[src/rtl/fwd_pkg.sv]
// Shared encodings and shadow-stage record for the forwarding/hazard unit.
package fwd_pkg;

    // Execute-stage operand multiplexer select codes (101..111 never driven)
    localparam logic [2:0] FWD_RF    = 3'b000;
    localparam logic [2:0] FWD_M_ALU = 3'b001;
    localparam logic [2:0] FWD_W     = 3'b010;
    localparam logic [2:0] FWD_M_CSR = 3'b011;
    localparam logic [2:0] FWD_X     = 3'b100;

    // Destination-register metadata carried down the shadow pipeline
    typedef struct packed {
        logic       valid;
        logic [4:0] rd;
        logic       regwrite;
        logic       is_load;
        logic       is_csr;
    } stage_t;

    localparam stage_t STAGE_BUBBLE = '0;

endpackage

[src/rtl/fwd_sel_calc.sv]
// Per-operand priority encoder: picks the youngest in-flight writer of rs.
// Selects are named for where the producer will be once the reader reaches E.
module fwd_sel_calc (
    input  logic [4:0] rs_i,
    input  logic       e_valid_i,
    input  logic       e_regwrite_i,
    input  logic [4:0] e_rd_i,
    input  logic       e_is_csr_i,
    input  logic       m_valid_i,
    input  logic       m_regwrite_i,
    input  logic [4:0] m_rd_i,
    input  logic       w_valid_i,
    input  logic       w_regwrite_i,
    input  logic [4:0] w_rd_i,
    output logic [2:0] sel_o
);
    import fwd_pkg::*;

    logic rs_nz;
    logic e_hit;
    logic m_hit;
    logic w_hit;

    // x0 is hardwired zero, so it never matches a producer
    assign rs_nz = (rs_i != 5'd0);
    assign e_hit = rs_nz & e_valid_i & e_regwrite_i & (e_rd_i == rs_i);
    assign m_hit = rs_nz & m_valid_i & m_regwrite_i & (m_rd_i == rs_i);
    assign w_hit = rs_nz & w_valid_i & w_regwrite_i & (w_rd_i == rs_i);

    // Youngest producer wins; a CSR in E delivers its read data from M next cycle
    always_comb begin
        sel_o = FWD_RF;
        if (e_hit) begin
            sel_o = e_is_csr_i ? FWD_M_CSR : FWD_M_ALU;
        end else if (m_hit) begin
            sel_o = FWD_W;
        end else if (w_hit) begin
            sel_o = FWD_X;
        end
    end

endmodule

[src/rtl/fwd_hazard_unit.sv]
// Forwarding selects, load-use / CSR stalls and branch flushes for a 5-stage pipe.
module fwd_hazard_unit #(
    parameter int CSR_STALL_CYCLES = 2
) (
    input  logic       clk,
    input  logic       reset,
    input  logic [4:0] Rs1D,
    input  logic [4:0] Rs2D,
    input  logic [4:0] RdD,
    input  logic       RegWriteD,
    input  logic       UseRs1D,
    input  logic       UseRs2D,
    input  logic       IsLoadD,
    input  logic       IsCsrD,
    input  logic       PCSrcE,
    output logic       StallF,
    output logic       StallD,
    output logic       FlushD,
    output logic       FlushE,
    output logic [2:0] ForwardAE,
    output logic [2:0] ForwardBE
);
    import fwd_pkg::*;

    localparam logic [2:0] CSR_LOAD = 3'(CSR_STALL_CYCLES);

    stage_t     e_q, e_d, m_q, w_q, x_q;
    logic [2:0] csr_cnt_q, csr_cnt_d;
    logic [2:0] fwd_a_q, fwd_a_d, fwd_b_q, fwd_b_d;
    logic [2:0] sel_a, sel_b;
    logic       load_use;
    logic       csr_hold;
    logic       hold;
    logic       unused_retired;

    // Load in E whose result a Decode operand actually needs
    assign load_use = e_q.valid & e_q.is_load & (e_q.rd != 5'd0) &
                      ((UseRs1D & (Rs1D == e_q.rd)) | (UseRs2D & (Rs2D == e_q.rd)));
    assign csr_hold = (csr_cnt_q != 3'd0);
    assign hold     = load_use | csr_hold;

    // A taken branch squashes Decode, so holding it would be pointless
    assign StallF    = hold & ~PCSrcE;
    assign StallD    = hold & ~PCSrcE;
    assign FlushD    = PCSrcE;
    assign FlushE    = PCSrcE | hold;
    assign ForwardAE = fwd_a_q;
    assign ForwardBE = fwd_b_q;

    // X is the retired copy of W; a W hit already produces the X select, so
    // nothing here consumes it beyond keeping the shadow pipe complete.
    assign unused_retired = ^x_q;

    fwd_sel_calc u_sel_a (
        .rs_i(Rs1D),
        .e_valid_i(e_q.valid), .e_regwrite_i(e_q.regwrite), .e_rd_i(e_q.rd), .e_is_csr_i(e_q.is_csr),
        .m_valid_i(m_q.valid), .m_regwrite_i(m_q.regwrite), .m_rd_i(m_q.rd),
        .w_valid_i(w_q.valid), .w_regwrite_i(w_q.regwrite), .w_rd_i(w_q.rd),
        .sel_o(sel_a)
    );

    fwd_sel_calc u_sel_b (
        .rs_i(Rs2D),
        .e_valid_i(e_q.valid), .e_regwrite_i(e_q.regwrite), .e_rd_i(e_q.rd), .e_is_csr_i(e_q.is_csr),
        .m_valid_i(m_q.valid), .m_regwrite_i(m_q.regwrite), .m_rd_i(m_q.rd),
        .w_valid_i(w_q.valid), .w_regwrite_i(w_q.regwrite), .w_rd_i(w_q.rd),
        .sel_o(sel_b)
    );

    // Decode enters E (with its selects) unless E is being bubbled
    always_comb begin
        e_d     = STAGE_BUBBLE;
        fwd_a_d = FWD_RF;
        fwd_b_d = FWD_RF;
        if (!FlushE) begin
            e_d.valid    = 1'b1;
            e_d.rd       = RdD;
            e_d.regwrite = RegWriteD;
            e_d.is_load  = IsLoadD;
            e_d.is_csr   = IsCsrD;
            fwd_a_d      = sel_a;
            fwd_b_d      = sel_b;
        end
    end

    // CSR serialisation counter: branch clears, CSR entering E loads, else count down
    always_comb begin
        csr_cnt_d = csr_cnt_q;
        if (PCSrcE) begin
            csr_cnt_d = 3'd0;
        end else if (!FlushE && IsCsrD) begin
            csr_cnt_d = CSR_LOAD;
        end else if (csr_hold) begin
            csr_cnt_d = csr_cnt_q - 3'd1;
        end
    end

    // Shadow pipeline, counter and registered selects
    always_ff @(posedge clk or posedge reset) begin
        if (reset) begin
            e_q       <= STAGE_BUBBLE;
            m_q       <= STAGE_BUBBLE;
            w_q       <= STAGE_BUBBLE;
            x_q       <= STAGE_BUBBLE;
            csr_cnt_q <= 3'd0;
            fwd_a_q   <= FWD_RF;
            fwd_b_q   <= FWD_RF;
        end else begin
            e_q       <= e_d;
            m_q       <= e_q;
            w_q       <= m_q;
            x_q       <= w_q;
            csr_cnt_q <= csr_cnt_d;
            fwd_a_q   <= fwd_a_d;
            fwd_b_q   <= fwd_b_d;
        end
    end

endmodule

[config.mk]
export PLATFORM = sky130hd
export DESIGN_NAME = fwd_hazard_unit
export DESIGN_NICKNAME = d
export VERILOG_FILES = /design/src/rtl/fwd_pkg.sv /design/src/rtl/fwd_sel_calc.sv /design/src/rtl/fwd_hazard_unit.sv
export SDC_FILE = /design/constraint.sdc
export NUM_CORES = 1
export LEC_CHECK = 0
export ABC_AREA = 1
export ABC_CLOCK_PERIOD_IN_PS = 1800
export BUFFER_PORTS_ARGS = -buffer_cell sky130_fd_sc_hd__buf_2
export CORE_ASPECT_RATIO = 0.8
export CORE_MARGIN = 3
export CORE_UTILIZATION = 54
export DETAILED_ROUTE_END_ITERATION = 8
export HOLD_SLACK_MARGIN = 0.05
export PLACE_DENSITY = 0.87
export SLEW_MARGIN = 20
export SYNTH_ARGS = -nofsm -noshare
export SYNTH_HDL_FRONTEND = slang
export SYNTH_SLANG_ARGS = --single-unit
[constraint.sdc]
create_clock -name clk -period 1.8 [get_ports clk]
set_input_delay 0.27 -clock clk [delete_from_list [all_inputs] [get_ports clk]]
set_output_delay 0.27 -clock clk [all_outputs]
set_load 0.01 [all_outputs]
==> qor.yml <==
finalCriticalPeriod_ns: 1.864
ys_seq_area_share_pct: 49.16
antenna_found_initial: 0
layout-drive-gt1-share_pct: 31.06
slew_viol_final: 0
cp-end-kind: "primary output"
clock_latency_ns: 0.28
vias_per_cell: 5.136
design_area_um2: 1966
fp-row-count: 17
cts_sinks: 32
wire_per_inst_um: 12.65
synth_warnings: 0
status: "finished with violations"
cp_common_cell: "nand2_1"
max_clock_freq_mhz: 536.3
initial_utilization_pct: 57.59
drt_iter0_markers: 85
fin_total_pwr_mw: 2.201
maxSlewHeadroom_pct: 73.99
cap_violations: 0
worst_pin_slew_ns: 0.3902
post-route-util_pct: 69.48
cp.required_ns: 1.53
skew_ns: 0.002418
crit_fanout: 4
clockBufferDepth: 2
area_growth_pct: 20.66
drt_wl_total_mm: 3.453
grt_max_degree: 33
fp.dieArea_um2: 3716
setup_tns_ns: -0.1221
synth_fp_nets: 219
cts-htree-levels: 2
antenna_cells: 0
cts_tree: "yes"
finalCritPeriodShare_pct: 103.6
netlist_area_um2: 1629
io_pins: 33
firstDrtPassIters: 4
holdCritPathClass: "in2async"
p_per_area_nw_per_um2: 1120
critPathMaxStageDelay_ns: 0.42
syn_inst: 194
drcViolationCount: 0
track_usage_pct: 19.67
grt_pass1_wl_mm: 5.264
synth-seq-cells: 32
core_area_um2: 2829
vias: 1402
first_global_vias: 1155
crit_type: "reg2out"
finalNetCount: 259
power_leakage_nw: 1.045
clockRootBuffer: "clkbuf_8"
gp_congestion: 0.8806
cp_num_buf_inv: 2
ant_nets: 0
violations: "setup timing"
setup_violations: 2
die_h_um: 55.13
grt-ovfl-total: 0
whs_ns: 0.05946
start_kind: "flip-flop"
cp_top_family: "simple AND/OR/NAND/NOR gates"
rsz0062_at_grt: "yes"
path_cells: "inv_2 -> nand2_1 -> nand2_1 -> nor2_2 -> nand4_1 -> nand2_1 -> nand2_2 -> a21oi_2 -> buf_2"
place_area_um2: 1809
clkTransAtPathRegs_ns: 0.06
dieWidth_um: 67.41
vdd_ir_drop_max_v: 0.0006222
cp_data_arrival_time_ns: 1.59
hpwlAfterDp_mm: 2.572
ys_types: 25
fin_ws_ns: -0.06446
finalHoldViolations: 0
slowest_stage: "dfrtp_1"
avgSynthCellArea_um2: 8.397
port_buffers: 32
cts_made_buffers: 5
-- flip-flops by register name, indices dropped and copies added (netlist names) --
register and cells:
e_q 9, csr_cnt_q 3, m_q 7, w_q 7, ForwardBE 3, ForwardAE 3
-- worst min-delay path: cells and delay by family --
family	cells	cell delay [ns]
buffers and inverters	3	0.48
-- synth_stat cells --
cell / count / share of area, %
buf_4: 3 / 1.4
dfrtp_1: 32 / 49
and3_1: 1 / 0.38
nor2_2: 9 / 3.5
nand2_2: 1 / 0.38
nand4_1: 7 / 2.7
o21bai_1: 1 / 0.46
nand3_1: 7 / 2.2
inv_2: 4 / 0.92
nor2_1: 16 / 3.7
a21oi_1: 8 / 2.5
o21ai_0: 3 / 0.92
nor3_1: 5 / 1.5
ha_1: 2 / 1.5
nand3_4: 1 / 1.1
o211ai_1: 1 / 0.46
o221ai_1: 1 / 0.54
or2_2: 1 / 0.38
inv_1: 32 / 7.4
buf_12: 1 / 1.2
nand2_1: 42 / 9.7
o22ai_1: 3 / 1.2
o2111ai_1: 3 / 1.6
xnor2_1: 5 / 2.7
xor2_1: 5 / 2.7
-- logic make-up after synthesis --
kind of cell	synth area share [%]
simple gates	25.42
buf+inv	10.91
flops	49.16
compound gates	7.604
xor+xnor	5.376
fa+ha+maj	1.536
-- where the power goes --
group	switching [mW]	internal (mW)	leakage [nW]
Sequential	0.113	0.865	0.430
Clock	0.252	0.304	0.0510
Combinational	0.385	0.282	0.564
-- cell usage in the layout (no fill, tap or decap), types with 4 or more instances in the layout --
master / netlist / routed
nand2_2: 1 / 4
inv_2: 4 / 6
a21oi_1: 8 / 7
nand4_1: 7 / 7
clkbuf_8: 0 / 6
nand3_1: 7 / 7
nor3_1: 5 / 5
xnor2_1: 5 / 4
nor2_2: 9 / 11
buf_2: 0 / 31
xor2_1: 5 / 5
inv_1: 32 / 30
dfrtp_1: 32 / 31
nor2_1: 16 / 13
buf_4: 3 / 5
nand2_1: 42 / 39
-- metrics by stage --
| stage | cells | setup slack, ns |
|---|---|---|
| after floorplan | 194 | 0.1959 |
| after global placement | 262 | 0.2421 |
| after detailed placement | 262 | 0.1641 |
| after CTS | 271 | -0.03916 |
| after global routing | 273 | -0.2004 |
| final | 273 | -0.06446 |
-- layer usage --
layer	part of all wire (%)	routed length (um)	global-route usage [%]	up-vias
met5	0	0	0	-
met4	0.78	27	7.407	0
met3	9.2	319	5.051	6
met2	47	1626	30.51	56
met1	43	1480	26.74	652
li1	-	-	-	688
-- final cells by class --
| cell class | count | area [um2] |
|---|---|---|
| Clock inverter | 2 | 10.01 |
| Multi-Input combinational cell | 122 | 684.4 |
| Tap cell | 38 | 47.55 |
| Inverter | 36 | 135.1 |
| Fill cell | 223 | 863.3 |
| Sequential cell | 32 | 802.0 |
| Timing Repair Buffer | 37 | 203.9 |
| Clock buffer | 6 | 82.58 |
-- timing repair --
action / in CTS / in global routing
pin swaps: 0 / 3
endpoints found under the setup margin: 3 / 3
gates resized for setup: 4 / 10
hold buffers: 0 / 0
setup buffers: 1 / 2
-- path summary, 6_finish.rpt --
check                         from  endpoint  slack (ns)  cells past startpoint
setup / recovery            e_q[4]    StallD       -0.06                      9
hold / removal               reset    w_q[4]        0.06                      3
setup reg to reg            e_q[4]    e_q[2]        0.17                     11
hold reg to reg             e_q[2]    m_q[2]        0.39                      0
max in group asynchronous    reset    e_q[3]        1.44                      3
min in group clk           IsLoadD    e_q[1]        0.19                      3
(Power assumes the default switching activity.)
